<file path="config.mk">
export PLATFORM = sky130hd
export DESIGN_NAME = ysyx_23060124__ifu_fetch
export DESIGN_NICKNAME = d
export VERILOG_FILES = /design/src/rtl/ysyx_23060124__ifu_fetch_pkg.sv /design/src/rtl/ysyx_23060124__ifu_fetch_q.sv /design/src/rtl/ysyx_23060124__ifu_fetch.sv
export SDC_FILE = /design/constraint.sdc
export NUM_CORES = 1
export LEC_CHECK = 0
export CELL_PAD_IN_SITES_DETAIL_PLACEMENT = 1
export CELL_PAD_IN_SITES_GLOBAL_PLACEMENT = 2
export CORE_UTILIZATION = 31
export DETAILED_ROUTE_END_ITERATION = 10
export MAX_ROUTING_LAYER = met4
export PLACE_DENSITY = 0.85
export SLEW_MARGIN = 20
export SYNTH_ARGS = -nofsm -noshare
export SYNTH_HDL_FRONTEND = slang
export SYNTH_HIERARCHICAL = 1
export SYNTH_SLANG_ARGS = --single-unit
export TNS_END_PERCENT = 10
</file>
<file path="constraint.sdc">
create_clock -name clk -period 2.6 [get_ports clk]
set_clock_uncertainty 0.1 [all_clocks]
set_input_delay 0.52 -clock clk [delete_from_list [all_inputs] [get_ports clk]]
set_output_delay 0.52 -clock clk [all_outputs]
set_load 0.01 [all_outputs]
</file>
<file path="src/rtl/ysyx_23060124__ifu_fetch_pkg.sv">
// Shared IFU fetch definitions: reset PC, FSM states and queue entry layout.
package ysyx_23060124__ifu_fetch_pkg;

    localparam int unsigned IFU_ADDR_WIDTH = 32;
    localparam int unsigned IFU_DATA_WIDTH = 32;

    localparam logic [IFU_ADDR_WIDTH-1:0] IFU_RESET_PC = 32'h3000_0000;

    typedef enum logic {
        S_FETCH = 1'b0,
        S_WAIT  = 1'b1
    } fetch_state_e;

    typedef struct packed {
        logic [IFU_ADDR_WIDTH-1:0] pc;
        logic [IFU_DATA_WIDTH-1:0] inst;
    } q_entry_t;

endpackage

</file>
<file path="src/rtl/ysyx_23060124__ifu_fetch_q.sv">
// Two-entry fetch FIFO; entry 0 is always the head. Flush beats a same-cycle push.
module ysyx_23060124__ifu_fetch_q
    import ysyx_23060124__ifu_fetch_pkg::*;
#(
    parameter int unsigned W = $bits(q_entry_t)
) (
    input  logic         clk,
    input  logic         rst_n,
    input  logic         push_i,
    input  logic [W-1:0] push_data_i,
    input  logic         pop_i,
    input  logic         flush_i,
    output logic [1:0]   count_o,
    output logic [W-1:0] head_o
);

    localparam int unsigned CW = 2;

    logic [CW-1:0] count_q, count_d, base_c;
    logic [W-1:0]  ent0_q, ent0_d;
    logic [W-1:0]  ent1_q, ent1_d;
    logic          pop_ok_c, push_ok_c;

    // Next-state: pop shifts entry 1 forward, push lands in the first free slot.
    always_comb begin
        count_d   = count_q;
        ent0_d    = ent0_q;
        ent1_d    = ent1_q;
        pop_ok_c  = pop_i && (count_q != CW'(0));
        push_ok_c = push_i && ((count_q != CW'(2)) || pop_ok_c);
        base_c    = count_q - CW'(pop_ok_c);
        if (flush_i) begin
            count_d = CW'(0);
        end else begin
            if (pop_ok_c) begin
                ent0_d = ent1_q;
            end
            if (push_ok_c) begin
                if (base_c == CW'(0)) begin
                    ent0_d = push_data_i;
                end else begin
                    ent1_d = push_data_i;
                end
            end
            count_d = base_c + CW'(push_ok_c);
        end
    end

    // Storage and occupancy registers.
    always_ff @(posedge clk or negedge rst_n) begin
        if (!rst_n) begin
            count_q <= '0;
            ent0_q  <= '0;
            ent1_q  <= '0;
        end else begin
            count_q <= count_d;
            ent0_q  <= ent0_d;
            ent1_q  <= ent1_d;
        end
    end

    assign count_o = count_q;
    assign head_o  = ent0_q;

endmodule

</file>
<file path="src/rtl/ysyx_23060124__ifu_fetch.sv">
// IFU fetch front end: PC ownership, icache request/response, redirect kill and fence.i sequencing.
module ysyx_23060124__ifu_fetch
    import ysyx_23060124__ifu_fetch_pkg::*;
#(
    parameter int unsigned               ADDR_WIDTH = IFU_ADDR_WIDTH,
    parameter int unsigned               DATA_WIDTH = IFU_DATA_WIDTH,
    parameter logic [ADDR_WIDTH-1:0]     RESET_PC   = ADDR_WIDTH'(IFU_RESET_PC)
) (
    input  logic                  clk,
    input  logic                  rst_n_sync,
    input  logic                  redirect_valid,
    input  logic [ADDR_WIDTH-1:0] redirect_pc,
    input  logic                  fence_i_in,
    output logic                  icache_req,
    output logic [ADDR_WIDTH-1:0] icache_addr,
    input  logic [DATA_WIDTH-1:0] icache_data,
    input  logic                  icache_valid,
    output logic                  icache_fence_i,
    output logic                  out_valid,
    input  logic                  out_ready,
    output logic [ADDR_WIDTH-1:0] out_pc,
    output logic [DATA_WIDTH-1:0] out_inst
);

    localparam int unsigned EW = ADDR_WIDTH + DATA_WIDTH;

    fetch_state_e          state_q, state_d;
    logic [ADDR_WIDTH-1:0] pc_q, pc_d;
    logic [ADDR_WIDTH-1:0] tgt_q, tgt_d;
    logic                  kill_q, kill_d;
    logic                  fence_pend_q, fence_pend_d;
    logic                  can_issue_c;
    logic                  push_c;
    logic [1:0]            q_count;
    logic [EW-1:0]         q_head;

    // Request never depends on icache_valid: the hit path is combinational from req.
    assign can_issue_c    = ((q_count != 2'd2) || out_ready) && !redirect_valid && !fence_pend_q;
    assign icache_req     = rst_n_sync && (state_q == S_FETCH) && can_issue_c;
    assign icache_addr    = pc_q;
    assign icache_fence_i = fence_pend_q && (state_q == S_FETCH);

    // Next-state, PC update and queue push decision.
    always_comb begin
        state_d      = state_q;
        pc_d         = pc_q;
        tgt_d        = tgt_q;
        kill_d       = kill_q;
        fence_pend_d = fence_pend_q;
        push_c       = 1'b0;
        if (icache_fence_i) begin
            fence_pend_d = 1'b0;
        end
        if (fence_i_in) begin
            fence_pend_d = 1'b1;
        end
        case (state_q)
            S_FETCH: begin
                if (redirect_valid) begin
                    pc_d = redirect_pc;
                end else if (icache_req) begin
                    if (icache_valid) begin
                        push_c = 1'b1;
                        pc_d   = pc_q + ADDR_WIDTH'(4);
                    end else begin
                        state_d = S_WAIT;
                    end
                end
            end
            S_WAIT: begin
                if (icache_valid) begin
                    state_d = S_FETCH;
                    kill_d  = 1'b0;
                    if (redirect_valid) begin
                        pc_d = redirect_pc;
                    end else if (kill_q) begin
                        pc_d = tgt_q;
                    end else begin
                        push_c = 1'b1;
                        pc_d   = pc_q + ADDR_WIDTH'(4);
                    end
                end else if (redirect_valid) begin
                    kill_d = 1'b1;
                    tgt_d  = redirect_pc;
                end
            end
            default: state_d = S_FETCH;
        endcase
    end

    // Fetch control registers.
    always_ff @(posedge clk or negedge rst_n_sync) begin
        if (!rst_n_sync) begin
            state_q      <= S_FETCH;
            pc_q         <= RESET_PC;
            tgt_q        <= '0;
            kill_q       <= 1'b0;
            fence_pend_q <= 1'b0;
        end else begin
            state_q      <= state_d;
            pc_q         <= pc_d;
            tgt_q        <= tgt_d;
            kill_q       <= kill_d;
            fence_pend_q <= fence_pend_d;
        end
    end

    ysyx_23060124__ifu_fetch_q #(
        .W (EW)
    ) u_q (
        .clk         (clk),
        .rst_n       (rst_n_sync),
        .push_i      (push_c),
        .push_data_i ({pc_q, icache_data}),
        .pop_i       (out_ready),
        .flush_i     (redirect_valid),
        .count_o     (q_count),
        .head_o      (q_head)
    );

    assign out_valid = (q_count != 2'd0);
    assign out_pc    = q_head[EW-1:DATA_WIDTH];
    assign out_inst  = q_head[DATA_WIDTH-1:0];

endmodule

</file>
==> results.md <==
- First-pass GRT wire length: 45.0 mm
- Grt peak-use layer: met2
- Critical Path Sink: u_q/head_o[25]
- Post-DP HPWL: ~19 mm
- CTS Buf Count: 17
- Fraction of layout cells with a size suffix above 1: 0.199
- Clock Tree Buf Depth: 2
- Final ANT Viol Nets: 0
- Final min period: 2.52 ns
- Crit start category: register
- Ant diodes: 0
- Transition time of the tightest slew-check pin: about 0.94 ns
- Total placed cells including tap cells: 1,363
- Met1 usage: 0.270
- Area contributors post-synth: dfrtp_1 52%, mux2_2 9.4%, a221o_1 6.9%
- Die Wd: 176 um
- Final hold vios: 0
- Num Clock Sinks: 197
- RSZ-0062 raised after global routing: no
- R2R Path Start: u_q/count_o[1]
- Final Cell Area: 12,500 um^2
- Crit path max fanout: 13
- Row count: 63
- Distinct cells, synth: 61
- Multi-input logic area: 4110 um^2
- FILL cells: 3,199
- M2 GR Usage: 0.289
- PD cells: ~970 nW/um^2
- Port-buffer cells: 168
- Die area: 30,800 um^2
- Tightest Hold Check Type: input pin to asynchronous set/reset pin
- Remaining DRCs: 0
- GRT Resource Usage Total: 0.193
- Tot Pwr: 12.1 mW
- Post-synthesis async set-or-reset flop share: 1.00
- Fmax: approximately 400 MHz
- Setup slack, reg-to-reg: 0.08 ns
- Antenna violations before repair: 0
- DR WL/cell: 19.9 um
- Mapped Cells: around 800
- NumNets Final: between 1,000 and 1,500
- GRT overflow: 0
- Number of global-route vias before repair: just under 8,000
- Via-to-Cell Ratio: 5.29
- Synth Cell Area: approximately 9300 um^2
- RR Endpoint: u_q/head_o[25]
- Most common cell after layout, fill and taps aside: dfrtp_1
- Register area share after synthesis: 0.528
- Leakage: 5.20 nW
- Reg2Reg Depth: 12
- Fin cells: 1,400
- Crit share post-route: 0.971
- Crit Path Class: register to register
- Top Ports: 169
- Clk pin slew, worst setup/hold paths: 0.08 ns
- Post-synth EDFFs: 0
- Slew headroom: 0.373
- Routed vias: 7,405
- Largest net degree at the start of global routing: 125
- Iteration-0 DRC Markers: around 390
- Die height: approximately 180 um
- Worst-Skew Late Latency: around 0.44 ns
- Max-Cap Viols: 0
- Mean Syn Cell Area: roughly 12 um^2
- Placed Area: 11,800 um^2
- CORE AREA: 29,600 um^2
- Register area: approximately 5000 um^2
- Worst endpoint required time: 2.82 ns
- P&R area growth vs syn: 33.9%
- Placer Congestion: 0.802
- Arrival time worst endpoint: 2.74 ns
- Top-area cell type share of the netlist area: 0.523
- Synth Register Bits: 197
- VDD IR-drop max: 0.000469 V
- H-tree Lvls: 4
- Starting density of the core: 0.315
- Post-CTS Hold Buffers: 0
- Top FF cell, synth: dfrtp_1
- M3 GR Usage: 0.0292
- Worst Setup SP: u_q/count_o[1]
- Slew Limit Fails: 0
- Commonest non-fill, non-tap cells in the layout: 195 x dfrtp_1, 163 x clkdlybuf4s50_1, 78 x mux2_2
- Synth warnings: 6
- Drt pass-1 iters: 4
- Syn Nets: 876
- Worst setup EP type: register
- CTS tree: yes
- Final setup viols: 0
- Area leader, netlist: dfrtp_1
- Final WL: 27.8 mm
- Status: completed
- Clock root cell: clkbuf_16
-- timing repair --
action,CTS,global route
resized for setup,12,6
gates cloned,2,0
setup buffers,3,0
pin swaps,2,3
endpoints found under the setup margin,113,59
-- synthesized netlist by cell type (8+ instances only) --
cell type and n:
dfrtp_1 195, mux2_2 78, and2_1 68, a221o_1 64, nand2_1 45, o21ai_0 41, clkbuf_1 40, nand3_1 26
nor2_1 26, mux2_1 21, a21oi_1 16, nand4_1 12, and3_1 11, inv_1 10, nor4_1 10, o211ai_1 9
or3_1 9, a31oi_1 8, buf_4 8, nor3_1 8, o2bb2ai_1 8
-- worst min-delay path by stage --
stage                endpoint  depth (start not counted)  slack [ns]           from
2_1_floorplan    fence_pend_q                          0        0.12     rst_n_sync
3_3_place_gp    u_q/ent1_q[4]                          1        0.36  u_q/ent1_q[4]
3_5_place_dp    u_q/ent1_q[6]                          1        0.37  u_q/ent1_q[6]
4_1_cts         u_q/head_o[5]                          2        0.15     rst_n_sync
5_1_grt        u_q/ent1_q[63]                          2        0.17     rst_n_sync
6_report        u_q/head_o[0]                          2        0.11     rst_n_sync
-- cell type report --
| type | instances | share of cell area |
|---|---|---|
| Multi-Input combinational cell | 537 | 0.329 |
| Sequential cell | 197 | 0.394 |
| Clock inverter | 14 | 0.0119 |
| Inverter | 10 | 0.00300 |
| Timing Repair Buffer | 234 | 0.188 |
| Tap cell | 390 | 0.0390 |
| Clock buffer | 18 | 0.0351 |
-- critical path: stages (launching register included) --
cell and delay [ns]:
dfrtp_1 0.40, buf_6 0.15, nor2_4 0.12, nor2b_2 0.05, ha_2 0.34, buf_4 0.11
and4_4 0.23, nor4_4 0.05, buf_6 0.15, buf_12 0.12, buf_12 0.14, and2_1 0.16
a221o_1 0.27
-- metal layers --
metal / vias to the layer above / wire [um]
met4: 0 / 416
met3: 23 / 950
met2: 158 / 12800
met1: 3812 / 13700
met5: - / 0
li1: 3412 / -
-- per-stage QoR --
step                      worst slack (ns)  setup TNS (ns)  utilization  hold slack (ns)
after global placement              -0.451          -51.44        0.398            0.358
after detailed placement            -0.509          -58.38        0.398            0.367
after floorplan                     0.0192               0            -            0.124
final                               0.0765               0        0.422            0.107
after CTS                          0.00290               0        0.421            0.151
after global routing              0.000137               0        0.422            0.169
-- power breakdown --
part	total (mW)	internal, mW	switching (mW)
registers	5.12	4.33	0.791
logic	4.33	2.55	1.78
clock network	2.69	1.33	1.36
-- kinds of logic (layout without fill, tap and decap cells) --
group | count (synthesis) | in the layout | synth area share
flops | 197 | 197 | 0.528
simple gates | 239 | 239 | 0.144
mux | 106 | 106 | 0.127
xor+xnor | 2 | 2 | 0.00188
compound gates | 187 | 187 | 0.158
buf+inv | 69 | 276 | 0.0367
fa+ha+maj | 3 | 3 | 0.00402
-- state kept, by name (all words and copies together) (netlist names) --
name	cells
u_q/ent1_q	64
icache_addr	32
fence_pend_q	1
kill_q	1
u_q/count_o	2
u_q/head_o	64
state_q	1
tgt_q	32
(Power assumes the default switching activity.)
